## config.mk

```make
export PLATFORM = sky130hd
export DESIGN_NAME = ahb_burst_master
export DESIGN_NICKNAME = d
export VERILOG_FILES = /design/src/rtl/ahb_pkg.sv /design/src/rtl/ahb_burst_master.sv
export SDC_FILE = /design/constraint.sdc
export NUM_CORES = 1
export LEC_CHECK = 0
export ABC_AREA = 1
export BUFFER_PORTS_ARGS = -buffer_cell sky130_fd_sc_hd__buf_4
export CELL_PAD_IN_SITES_DETAIL_PLACEMENT = 1
export CELL_PAD_IN_SITES_GLOBAL_PLACEMENT = 1
export CORE_MARGIN = 5
export CORE_UTILIZATION = 30
export CTS_CLUSTER_SIZE = 28
export DETAILED_ROUTE_END_ITERATION = 8
export PLACE_DENSITY_LB_ADDON = 0.25
export SLEW_MARGIN = 20
export SYNTH_ARGS = -nofsm -noshare
export SYNTH_HDL_FRONTEND = slang
export SYNTH_SLANG_ARGS = --single-unit
```

## constraint.sdc

```tcl
create_clock -name HCLK -period 2.1 [get_ports HCLK]
set_clock_uncertainty 0.05 [all_clocks]
set_input_delay 0.21 -clock HCLK [delete_from_list [all_inputs] [get_ports HCLK]]
set_output_delay 0.21 -clock HCLK [all_outputs]
set_load 0.005 [all_outputs]
```

## src/rtl/ahb_pkg.sv

```systemverilog
// Shared AHB definitions for the burst master: transfer types, fixed control
// encodings and the master FSM state type.
package ahb_pkg;

  typedef enum logic [1:0] {
    HTRANS_IDLE   = 2'b00,
    HTRANS_BUSY   = 2'b01,
    HTRANS_NONSEQ = 2'b10,
    HTRANS_SEQ    = 2'b11
  } htrans_t;

  localparam logic [2:0] HSIZE_WORD    = 3'b010;
  localparam logic [2:0] HBURST_SINGLE = 3'b000;
  localparam logic [2:0] HBURST_INCR   = 3'b001;

  typedef logic [2:0] ahb_master_state_t;

  localparam ahb_master_state_t ST_IDLE     = 3'd0;
  localparam ahb_master_state_t ST_NONSEQ   = 3'd1;
  localparam ahb_master_state_t ST_SEQ      = 3'd2;
  localparam ahb_master_state_t ST_BUSY     = 3'd3;
  localparam ahb_master_state_t ST_RD_DRAIN = 3'd4;

  function automatic logic [7:0] burst_bytes(input int unsigned beats);
    return 8'(beats << 2);
  endfunction

endpackage

```

## src/rtl/ahb_burst_master.sv

```systemverilog
// AHB burst master: turns a command/stream front end into NONSEQ/SEQ word
// transfers with BUSY insertion, 1 KB address wrap, read capture and abort.
module ahb_burst_master
  import ahb_pkg::*;
#(
  parameter int unsigned MAX_BEATS = 16,
  parameter int unsigned ADDR_W    = 32
) (
  input  logic                             HCLK,
  input  logic                             HRESETn,
  input  logic                             cmd_valid,
  output logic                             cmd_ready,
  input  logic [ADDR_W-1:0]                cmd_addr,
  input  logic                             cmd_write,
  input  logic [$clog2(MAX_BEATS+1)-1:0]   cmd_beats,
  input  logic                             wdata_valid,
  output logic                             wdata_ready,
  input  logic [31:0]                      wdata,
  output logic                             rdata_valid,
  output logic [31:0]                      rdata,
  output logic                             done,
  output logic                             err,
  output htrans_t                          HTRANS,
  output logic [ADDR_W-1:0]                HADDR,
  output logic                             HWRITE,
  output logic [2:0]                       HSIZE,
  output logic [2:0]                       HBURST,
  output logic [7:0]                       HLENGTH,
  output logic [31:0]                      HWDATA,
  input  logic                             HREADY,
  input  logic                             HRESP,
  input  logic [31:0]                      HRDATA
);

  localparam int unsigned BW = $clog2(MAX_BEATS + 1);
  localparam logic [BW-1:0] MAX_B = BW'(MAX_BEATS);
  localparam logic [BW-1:0] ONE_B = BW'(1);

  ahb_master_state_t r_state;
  htrans_t           r_htrans;
  logic [ADDR_W-1:0] r_haddr;
  logic              r_hwrite;
  logic [2:0]        r_hburst;
  logic [7:0]        r_hlength;
  logic [31:0]       r_hwdata;
  logic [BW-1:0]     r_remaining;
  logic              r_first;
  logic              r_rd_pend;
  logic              r_done;
  logic              r_err;

  logic              w_issue;
  logic              w_abort;
  logic              w_beat_done;
  logic              w_last;
  logic              w_cmd_ok;
  logic [ADDR_W-1:0] w_next_addr;

  always_comb begin
    w_issue     = (r_state == ST_NONSEQ) || (r_state == ST_SEQ);
    w_abort     = HRESP && (w_issue || r_rd_pend);
    w_beat_done = w_issue && HREADY && !HRESP;
    w_last      = (r_remaining == ONE_B);
    w_cmd_ok    = (cmd_addr[1:0] == 2'b00) && (cmd_beats != '0) && (cmd_beats <= MAX_B);
    // The burst wraps inside its 1 KB page rather than crossing it.
    w_next_addr = {r_haddr[ADDR_W-1:10], r_haddr[9:0] + 10'd4};
  end

  // wdata_ready flags the cycle in which wdata is loaded into HWDATA for the
  // next beat to be issued, so a stalled beat never consumes an extra word.
  always_comb begin
    wdata_ready = 1'b0;
    case (r_state)
      ST_IDLE:           wdata_ready = cmd_valid && w_cmd_ok && cmd_write && wdata_valid;
      ST_NONSEQ, ST_SEQ: wdata_ready = r_hwrite && w_beat_done && !w_last && wdata_valid;
      ST_BUSY:           wdata_ready = wdata_valid;
      default:           wdata_ready = 1'b0;
    endcase
  end

  always_ff @(posedge HCLK) begin
    if (!HRESETn) begin
      r_state     <= ST_IDLE;
      r_htrans    <= HTRANS_IDLE;
      r_haddr     <= '0;
      r_hwrite    <= 1'b0;
      r_hburst    <= HBURST_SINGLE;
      r_hlength   <= '0;
      r_hwdata    <= '0;
      r_remaining <= '0;
      r_first     <= 1'b0;
      r_rd_pend   <= 1'b0;
      r_done      <= 1'b0;
      r_err       <= 1'b0;
    end else begin
      r_done    <= 1'b0;
      r_err     <= 1'b0;
      r_rd_pend <= 1'b0;
      if (w_abort) begin
        r_state  <= ST_IDLE;
        r_htrans <= HTRANS_IDLE;
        r_err    <= 1'b1;
      end else begin
        case (r_state)
          ST_IDLE: begin
            if (cmd_valid) begin
              if (!w_cmd_ok) begin
                r_err <= 1'b1;
              end else begin
                r_haddr     <= cmd_addr;
                r_hwrite    <= cmd_write;
                r_hburst    <= (cmd_beats == ONE_B) ? HBURST_SINGLE : HBURST_INCR;
                r_hlength   <= burst_bytes(32'(cmd_beats));
                r_remaining <= cmd_beats;
                r_first     <= 1'b1;
                if (cmd_write && !wdata_valid) begin
                  r_state  <= ST_BUSY;
                  r_htrans <= HTRANS_BUSY;
                end else begin
                  r_state  <= ST_NONSEQ;
                  r_htrans <= HTRANS_NONSEQ;
                  if (cmd_write) r_hwdata <= wdata;
                end
              end
            end
          end

          ST_NONSEQ, ST_SEQ: begin
            if (HREADY) begin
              r_first <= 1'b0;
              if (!r_hwrite) r_rd_pend <= 1'b1;
              if (w_last) begin
                r_htrans <= HTRANS_IDLE;
                if (r_hwrite) begin
                  r_state <= ST_IDLE;
                  r_done  <= 1'b1;
                end else begin
                  r_state <= ST_RD_DRAIN;
                end
              end else begin
                r_remaining <= r_remaining - ONE_B;
                r_haddr     <= w_next_addr;
                if (!r_hwrite || wdata_valid) begin
                  r_state  <= ST_SEQ;
                  r_htrans <= HTRANS_SEQ;
                  if (r_hwrite) r_hwdata <= wdata;
                end else begin
                  r_state  <= ST_BUSY;
                  r_htrans <= HTRANS_BUSY;
                end
              end
            end
          end

          ST_BUSY: begin
            if (wdata_valid) begin
              r_hwdata <= wdata;
              if (r_first) begin
                r_state  <= ST_NONSEQ;
                r_htrans <= HTRANS_NONSEQ;
              end else begin
                r_state  <= ST_SEQ;
                r_htrans <= HTRANS_SEQ;
              end
            end
          end

          ST_RD_DRAIN: begin
            r_state <= ST_IDLE;
            r_done  <= 1'b1;
          end

          default: begin
            r_state  <= ST_IDLE;
            r_htrans <= HTRANS_IDLE;
          end
        endcase
      end
    end
  end

  assign cmd_ready   = (r_state == ST_IDLE);
  assign rdata_valid = r_rd_pend;
  assign rdata       = r_rd_pend ? HRDATA : '0;
  assign done        = r_done;
  assign err         = r_err;
  assign HTRANS      = r_htrans;
  assign HADDR       = r_haddr;
  assign HWRITE      = r_hwrite;
  assign HSIZE       = HSIZE_WORD;
  assign HBURST      = r_hburst;
  assign HLENGTH     = r_hlength;
  assign HWDATA      = r_hwdata;

endmodule

```

## Yosys cells after proc, flatten, opt, wreduce, memory -nomap -nowiden

Index checks and enable logic that the tools add are counted.

| word-level totals | value |
|---|---|
| logic and storage cells | 125 |
| bits in registers | 87 |
| output and inout port bits | 118 |
| input port bits | 108 |

| operators by class | value |
|---|---|
| reductions and logical operators | 34 |
| muxes and demuxes | 55 |
| add/subtract/negate cells | 2 |
| equal/unequal tests | 15 |
| bitwise operators | 5 |
| $lt $le $gt $ge | 1 |

Operators with widths:

| operator | number |
|---|---|
| 2-to-1 mux 32 bit | 12 |
| case mux 32 bit (3 select lines) | 1 |
| case mux 32 bit (2 select lines) | 1 |
| 2-to-1 mux 10 bit | 2 |
| 2-to-1 mux 5 bit | 4 |
| 2-to-1 mux 2 bit | 9 |
| 2-to-1 mux 3 bit | 6 |
| AND reduction 5 bit | 3 |
| 2-to-1 mux 1 bit | 14 |
| inequality test 2 bit, second input constant | 7 |
| logical AND 1 bit | 12 |
| AND reduction 11 bit | 1 |
| adder 10 x 3 -> 10 bit, second input constant | 1 |
| equality test 5 x 1 -> 1 bit, second input constant | 2 |
| case mux 5 bit (2 select lines) | 1 |
| case mux 3 bit (3 select lines) | 1 |
| case mux 2 bit (4 select lines) | 1 |
| AND reduction 4 bit | 2 |
| equality test 3 x 2 -> 1 bit, second input constant | 2 |
| AND reduction 6 bit | 1 |
| less-or-equal comparator 5 bit, second input constant | 1 |
| inverter 1 bit | 5 |
| nonzero test 5 bit | 1 |
| subtractor 5 x 1 -> 5 bit, second input constant | 1 |
| other kinds (13) | 21 |

## Longest topological paths before layout

Gate-level depths: netlist of run 1.

| logic depth | value |
|---|---|
| depth in word-level cells | 8 |
| mapped depth | 12 |
| mapped depth without buffers | 11 |

## Least setup slack after synthesis of run 1

Ideal clock, no wire load.

| timing | value |
|---|---|
| path type | flip-flop to flip-flop |
| start | reg r_remaining[1] |
| end | reg r_remaining[0] |
| path buffers | 1 |
| setup slack | 0.564 ns |
| arrival | 1.373 ns |
| period minus slack after synthesis | 1.536 ns |
| required time | 1.937 ns |
| library setup time | 0.113 ns |
| cell stages (with the launch flop) | 12 |
| path through | dfxtp_1 -> inv_1 -> ha_1 -> nand3_1 -> inv_1 -> nand2_2 -> nand2_2 -> nor2_4 -> nand2_4 -> buf_6 -> o21ai_1 -> nor2_1 |

| between the ends | value |
|---|---|
| cells in the longest elaborated chain, start to end | 3 |

RTL lines:

| what | line | text |
|---|---|---|
| from (decl) | ahb_burst_master.sv:46 | `logic [BW-1:0] r_remaining;` |
| from (signal assigned) | ahb_burst_master.sv:114 | `r_remaining <= cmd_beats;` |
| from (signal assigned) | ahb_burst_master.sv:141 | `r_remaining <= r_remaining - ONE_B;` |
| equality test 5 x 1 -> 1 bit | ahb_burst_master.sv:63 | `w_last = (r_remaining == ONE_B);` |
| inequality test 2 bit (no line) | n/a |  |
| AND reduction 6 bit (no line) | n/a |  |

Every way passes these cells.
A chain may end at the register's enable or synchronous reset.

## Worst setup path in the final report of run 1

| timing | value |
|---|---|
| start | reg r_state[2] |
| end | out wdata_ready |

| between the ends | value |
|---|---|
| cells in the longest elaborated chain, start to end | 8 |
| elaborated cells on any way between the ends | 12 |
| those cells by class | 3 x eq/ne; 1 x mux; 8 x reduce/logical |

RTL lines:

| what | line | text |
|---|---|---|
| from (decl) | ahb_burst_master.sv:39 | `ahb_master_state_t r_state;` |
| from (signal assigned) | ahb_burst_master.sv:83 | `r_state <= ST_IDLE;` |
| from (signal assigned) | ahb_burst_master.sv:100 | `r_state <= ST_IDLE;` |
| from (signal assigned) | ahb_burst_master.sv:117 | `r_state <= ST_BUSY;` |
| equality test 3 x 1 -> 1 bit or equality test 3 x 2 -> 1 bit (tied branches) | ahb_burst_master.sv:60, ahb_burst_master.sv:73 |  |
| logical OR 1 bit | ahb_burst_master.sv:60 | `w_issue = (r_state == ST_NONSEQ) \|\| (r_state == ST_SEQ);` |
| logical AND 1 bit (2 in series) | ahb_burst_master.sv:62 | `w_beat_done = w_issue && HREADY && !HRESP;` |
| logical AND 1 bit (3 in series) | ahb_burst_master.sv:75 | `ST_NONSEQ, ST_SEQ: wdata_ready = r_hwrite && w_beat_done && !w_last && wdata_valid;` |
| case mux 1 bit (3 select lines) (*) | ahb_burst_master.sv:73 | `case (r_state)` |
| to (decl) | ahb_burst_master.sv:17 | `output logic wdata_ready,` |

Mark *: on every way between the ends. The rest lies on a longest branch, timed or not.

==> metrics.cfg, run 1 <==
[status]
status=finished clean

[logic_synthesis]
yosys.area.top_type=dfxtp_1
yosysUniqueCellTypes=34
synth_top_area_share=0.386
synth_warnings=0
netlist_area_sq_um=4400
ys_ff_latch=85
avgSynthCellArea_sq_um=6.54
ys_seq_area_frac=0.386
synth_area_leaders=dfxtp_1 39%, nor2_1 14%, nand2_1 11%
syn_inst=673

[power]
power_density_nw_per_um2=1050
switching_share=0.386
fin_total_pwr_mw=6.77
combPwrFrac=0.439
pwr-share-seq=0.327
internal_power_mw=4.16
peakVddDrop_mv=0.437
total_leakage_power_nw=3.50
clkPwrFrac=0.234
p_switching_mw=2.61

[cells_and_area]
area_delta_synth_final_pct=46.5
antenna_cells=0
finalInstanceArea_sq_um=6450
nNetsFinal=989
fin_cells=1066
drive_gt1_frac=0.308
fillers=1910

[place]
globalplace.congestion=0.863
dp.cells=1048
dpl-instance-area_sq_um=6130
port_buffers=217
dp_hpwl_um=12000

[clock_network]
clock_path_buffers=2
cts_buffers=9
worst_skew_pair.late_latency_ns=0.34
clkTransAtPathRegs_ns=0.06
clockRootBuffer=clkbuf_16
tritoncts=yes
hold_buffers=0
clock-sinks=85
cts-htree-levels=3

[worst_setup_path]
worstPathRequired_ns=1.84
crit_chain=inv_2, nand2_2, nor2_4, nand2_1, nor2_1, a31oi_1, a21oi_1, buf_4
crit_slowest_cell=dfxtp_1
start_kind=flop
end_kind=primary output
worst-path-buf-inv=2
arrival_ns=1.72
critPathKind=reg -> out
critical-path-top-delay-family=simple AND/OR/NAND/NOR gates
crit_fanout=5
max_stage_delay_ns=0.37

[sta]
finalMaxSlewViolations=0
finalSetupViolations=0
rsz0062_at_grt=yes
fmax_mhz=505
min_period_ns=1.98
min_period_over_period=0.942
hold_viol_final=0
tns_ns=0
timing.hold.ws_ns=0.0786

[grt]
globalRoute.busiestLayer=met2
grt_max_degree=37
track_usage=0.175
grt_pass1_wl_um=25500
grt_pass1_vias=5163
antenna_found_initial=0
grtUsageMet2=0.319
global_route.usage.met3=0.0363
use_met1=0.203
grt_overflow=0

[die]
std_cell_rows=44
initial_core_util=0.304
coreArea_sq_um=14500
die-area_sq_um=17200
die_h_um=131
die_w_um=131
ios=226

[drt]
drc_errors=0
final_antenna_net_count=0
drt_iter0_drc=151
drt_pass1_iterations=4
wl_per_cell_um=14.7
routed_wl_um=15600
viasPerCell=4.64
vias=4941

[worst_hold_path]
hold_class=in -> reg

[job]
drv_cap=0

[metrics by stage]
stage	worst slack, ns	utilization
floorplan	0.564	-
global placement	0.337	0.423
detailed placement	0.219	0.423
CTS	0.0368	0.443
global route	-0.0235	0.446
finish	0.121	0.446
[power by group through the flow]
stage	Sequential [mW]	Combinational (mW)	Clock, mW
after floorplan	2.21	1.79	0
after global placement	2.23	2.85	0
after detailed placement	2.25	2.95	0
after CTS	2.22	2.97	1.63
after global routing	2.26	3.32	1.69
final	2.21	2.97	1.58
[worst register-to-register path, cell delays in order (launching register included)]
cell and delay (ns):
dfxtp_1 0.44, inv_2 0.10, nand2_2 0.12, nor2_4 0.06, buf_4 0.14, nand2_1 0.11
nand2_1 0.10, nor2_4 0.14, buf_12 0.19, nand4_1 0.13, nand2_1 0.09, nor2_1 0.04
[timing repair]
action | CTS | global route
setup buffers | 0 | 3
setup endpoints to repair | 0 | 1
resized for setup | 0 | 2
[worst paths after layout]
kind	start	endpoint	slack, ns	cells after the start
worst max-delay path	r_state[2]	wdata_ready	0.12	8
worst min-delay path	cmd_addr[29]	HADDR[29]	0.08	3
worst max register to register	r_state[2]	HWDATA[22]	0.29	11
worst min register to register	HADDR[1]	HADDR[1]	0.42	2
[flip-flops by register name, indices dropped and copies added (netlist names)]
register and cells:
HLENGTH 5, HWRITE 1, HBURST 1, r_remaining 5, HADDR 32, r_first 1
done 1, r_state 3, rdata_valid 1, err 1, HTRANS 2, HWDATA 32
[synth_stat cells]
master / n
a21oi_1: 8
a31oi_1: 2
a41oi_1: 1
and3_1: 1
buf_1: 2
buf_2: 10
buf_4: 8
buf_6: 9
clkbuf_1: 11
clkbuf_2: 2
conb_1: 2
dfxtp_1: 85
ha_1: 3
inv_1: 95
inv_2: 5
inv_4: 1
nand2_1: 134
nand2_2: 5
nand2_4: 5
nand3_1: 18
nand3_2: 2
nand3b_1: 4
nand4_1: 37
nand4_2: 2
nor2_1: 165
nor2_2: 1
nor2_4: 5
nor3_1: 2
o211ai_1: 1
o21ai_0: 40
o21ai_1: 2
o21bai_1: 2
xnor2_1: 2
xor2_1: 1
[cells in the final DEF (no fill, tap or decap), types with 3 or more instances in the layout]
master / netlist / routed
buf_12: 0 / 3
inv_1: 95 / 95
nand3b_1: 4 / 4
nand2_1: 134 / 133
dfxtp_1: 85 / 85
nor2_1: 165 / 165
nand3_1: 18 / 18
ha_1: 3 / 3
buf_4: 8 / 227
nor2_4: 5 / 5
nand4_1: 37 / 37
clkbuf_16: 0 / 9
a21oi_1: 8 / 8
conb_1: 2 / 8
inv_2: 5 / 5
nand2_2: 5 / 6
o21ai_0: 40 / 40
nand2_4: 5 / 5
[final cells by class]
class / instances / area [sq um] / area share
Multi-Input combinational cell: 451 / 2080 / 0.323
Tap cell: 184 / 230 / 0.0357
Inverter: 101 / 382 / 0.0592
Clock inverter: 6 / 65.1 / 0.0101
Clock buffer: 9 / 225 / 0.0349
Timing Repair Buffer: 230 / 1760 / 0.273
Sequential cell: 85 / 1700 / 0.264
[routing by layer]
layer	share of wire	wire length [um]
met5	0	0
met4	0.015	236
met3	0.054	841
met2	0.51	8010
met1	0.42	6540
[cell families after synthesis]
group | Yosys count | share of synthesized area
simple gates | 381 | 0.383
compound gates | 56 | 0.0668
buf+inv | 143 | 0.148
other cells | 2 | 0.00171
fa+ha+maj | 3 | 0.00852
xor+xnor | 3 | 0.00597
flops | 85 | 0.386
(Power assumes the default switching activity.)
==> run 2, diff against run 1 <==
--- a/config.mk
+++ b/config.mk
@@ -7,7 +7,7 @@
 export LEC_CHECK = 0
 export ABC_AREA = 1
 export BUFFER_PORTS_ARGS = -buffer_cell sky130_fd_sc_hd__buf_4
-export CELL_PAD_IN_SITES_DETAIL_PLACEMENT = 1
+export CELL_PAD_IN_SITES_DETAIL_PLACEMENT = 0
 export CELL_PAD_IN_SITES_GLOBAL_PLACEMENT = 1
 export CORE_MARGIN = 5
 export CORE_UTILIZATION = 30
==> run 2 against run 1 <==
Effect of this change:
- sequential share of layout area hardly changed
- design area up 0.14%
- fmax rose by 1.6%
- critical endpoint unchanged
- largest cell class unchanged
- clock power is 8% higher
- die area unchanged
- highest routed layer unchanged
==> metrics.cfg, run 2 (same netlist as run 1, synthesis figures left out) <==
[clock_network]
cts_setup_buffers=0
clockRootBuffer=clkbuf_16
clock-sinks=85
cts-htree-levels=3
clkTransAtPathRegs_ns=0.06
clock_path_buffers=2
cts_buffers=9
ctsResizeCount=0
tritoncts=yes
hold_buffers=0
worst_skew_pair.late_latency_ns=0.34

[worst_setup_path]
max_stage_delay_ns=0.38
critical-path-top-delay-family=simple AND/OR/NAND/NOR gates
arrival_ns=1.69
crit_fanout=19
crit_slowest_cell=dfxtp_1
critPathKind=reg -> out
start_kind=flop
crit_chain=nand2_1, nand3_2, buf_4, nand4_1, a21oi_1, buf_4
worst-path-buf-inv=2
worstPathRequired_ns=1.84
path_common_cell=buf_4
end_kind=primary output

[cells_and_area]
antenna_cells=0
layout_commonest_cell=buf_4
fillers=1463
drive_gt1_frac=0.306
nNetsFinal=988
layout.cells.most_common_list=226 x buf_4, 165 x nor2_1, 134 x nand2_1
area_delta_synth_final_pct=46.7
fin_cells=1066

[sta]
tns_ns=0
fmax_mhz=513
rsz0062_at_grt=no
setup_ws_ns=0.152
finalMaxSlewViolations=0
finalSetupViolations=0
min_period_ns=1.95
min_period_over_period=0.928
hold_viol_final=0

[die]
initial_core_util=0.304
std_cell_rows=44
die_w_um=131
coreArea_sq_um=14500
die_h_um=131
die-area_sq_um=17200
ios=226

[place]
globalplace.congestion=0.863
port_buffers=217
dp.cells=1048
dp_hpwl_um=10500
dp_worst_setup_slack_ns=0.287

[power]
pwr-share-seq=0.325
internal_power_mw=4.27
total_leakage_power_nw=3.51
peakVddDrop_mv=0.417
p_switching_mw=2.49
clkPwrFrac=0.251
power_density_nw_per_um2=1050
switching_share=0.369
fin_total_pwr_mw=6.77
combPwrFrac=0.423

[drt]
routed_wl_um=13600
drt_iter0_drc=232
viasPerCell=4.44
vias=4733
final_antenna_net_count=0
drt_pass1_iterations=7
wl_per_cell_um=12.8
drc_errors=0

[status]
status=finished clean

[grt]
grt_overflow=0
grt_max_degree=37
antenna_found_initial=0
grt_pass1_wl_um=22500
track_usage=0.155
grt_pass1_vias=4511

[worst_hold_path]
hold_class=in -> reg

[job]
drv_cap=0

run 2: layer usage:
| metal | up-vias | track usage | share of wire |
|---|---|---|---|
| li1 | 2464 | - | - |
| met1 | 2099 | 0.190 | 0.43 |
| met2 | 154 | 0.259 | 0.49 |
| met3 | 16 | 0.0394 | 0.066 |
| met4 | 0 | 0.0606 | 0.018 |
| met5 | - | 0 | 0 |
run 2: tightest hold or removal path, stage by stage:
cell,delay [ns]
buf_4,0.07
o21ai_0,0.07
nor2_1,0.07
run 2: metrics by stage:
| step | instance area [sq um] | hold slack, ns | utilization |
|---|---|---|---|
| global route | 6460 | 0.0715 | 0.446 |
| global placement | 6130 | 0.403 | 0.423 |
| finish | 6460 | 0.0706 | 0.446 |
| floorplan | 4430 | 0.286 | - |
| CTS | 6440 | 0.0547 | 0.445 |
| detailed placement | 6130 | 0.396 | 0.423 |
run 2: cell type report:
type	count	area, sq um	area share
Multi-Input combinational cell	451	2070	0.321
Timing Repair Buffer	229	1760	0.272
Sequential cell	85	1700	0.263
Inverter	101	382	0.0591
Tap cell	184	230	0.0356
Clock buffer	10	229	0.0354
Clock inverter	6	87.6	0.0136
run 2: path summary, 6_finish.rpt:
check	start	to	slack [ns]	cells after the start
setup / recovery	r_state[0]	wdata_ready	0.15	6
hold / removal	cmd_addr[23]	HADDR[23]	0.07	3
setup reg to reg	r_state[0]	HADDR[31]	0.32	8
hold reg to reg	HADDR[1]	HADDR[1]	0.40	2
run 2: power by group through the flow:
| stage | combinational, mW | sequential (mW) | clock, mW |
|---|---|---|---|
| global placement | 2.85 | 2.23 | 0 |
| finish | 2.86 | 2.20 | 1.70 |
| CTS | 2.88 | 2.21 | 1.76 |
| detailed placement | 2.87 | 2.24 | 0 |
| global route | 3.23 | 2.25 | 1.82 |
| floorplan | 1.79 | 2.21 | 0 |
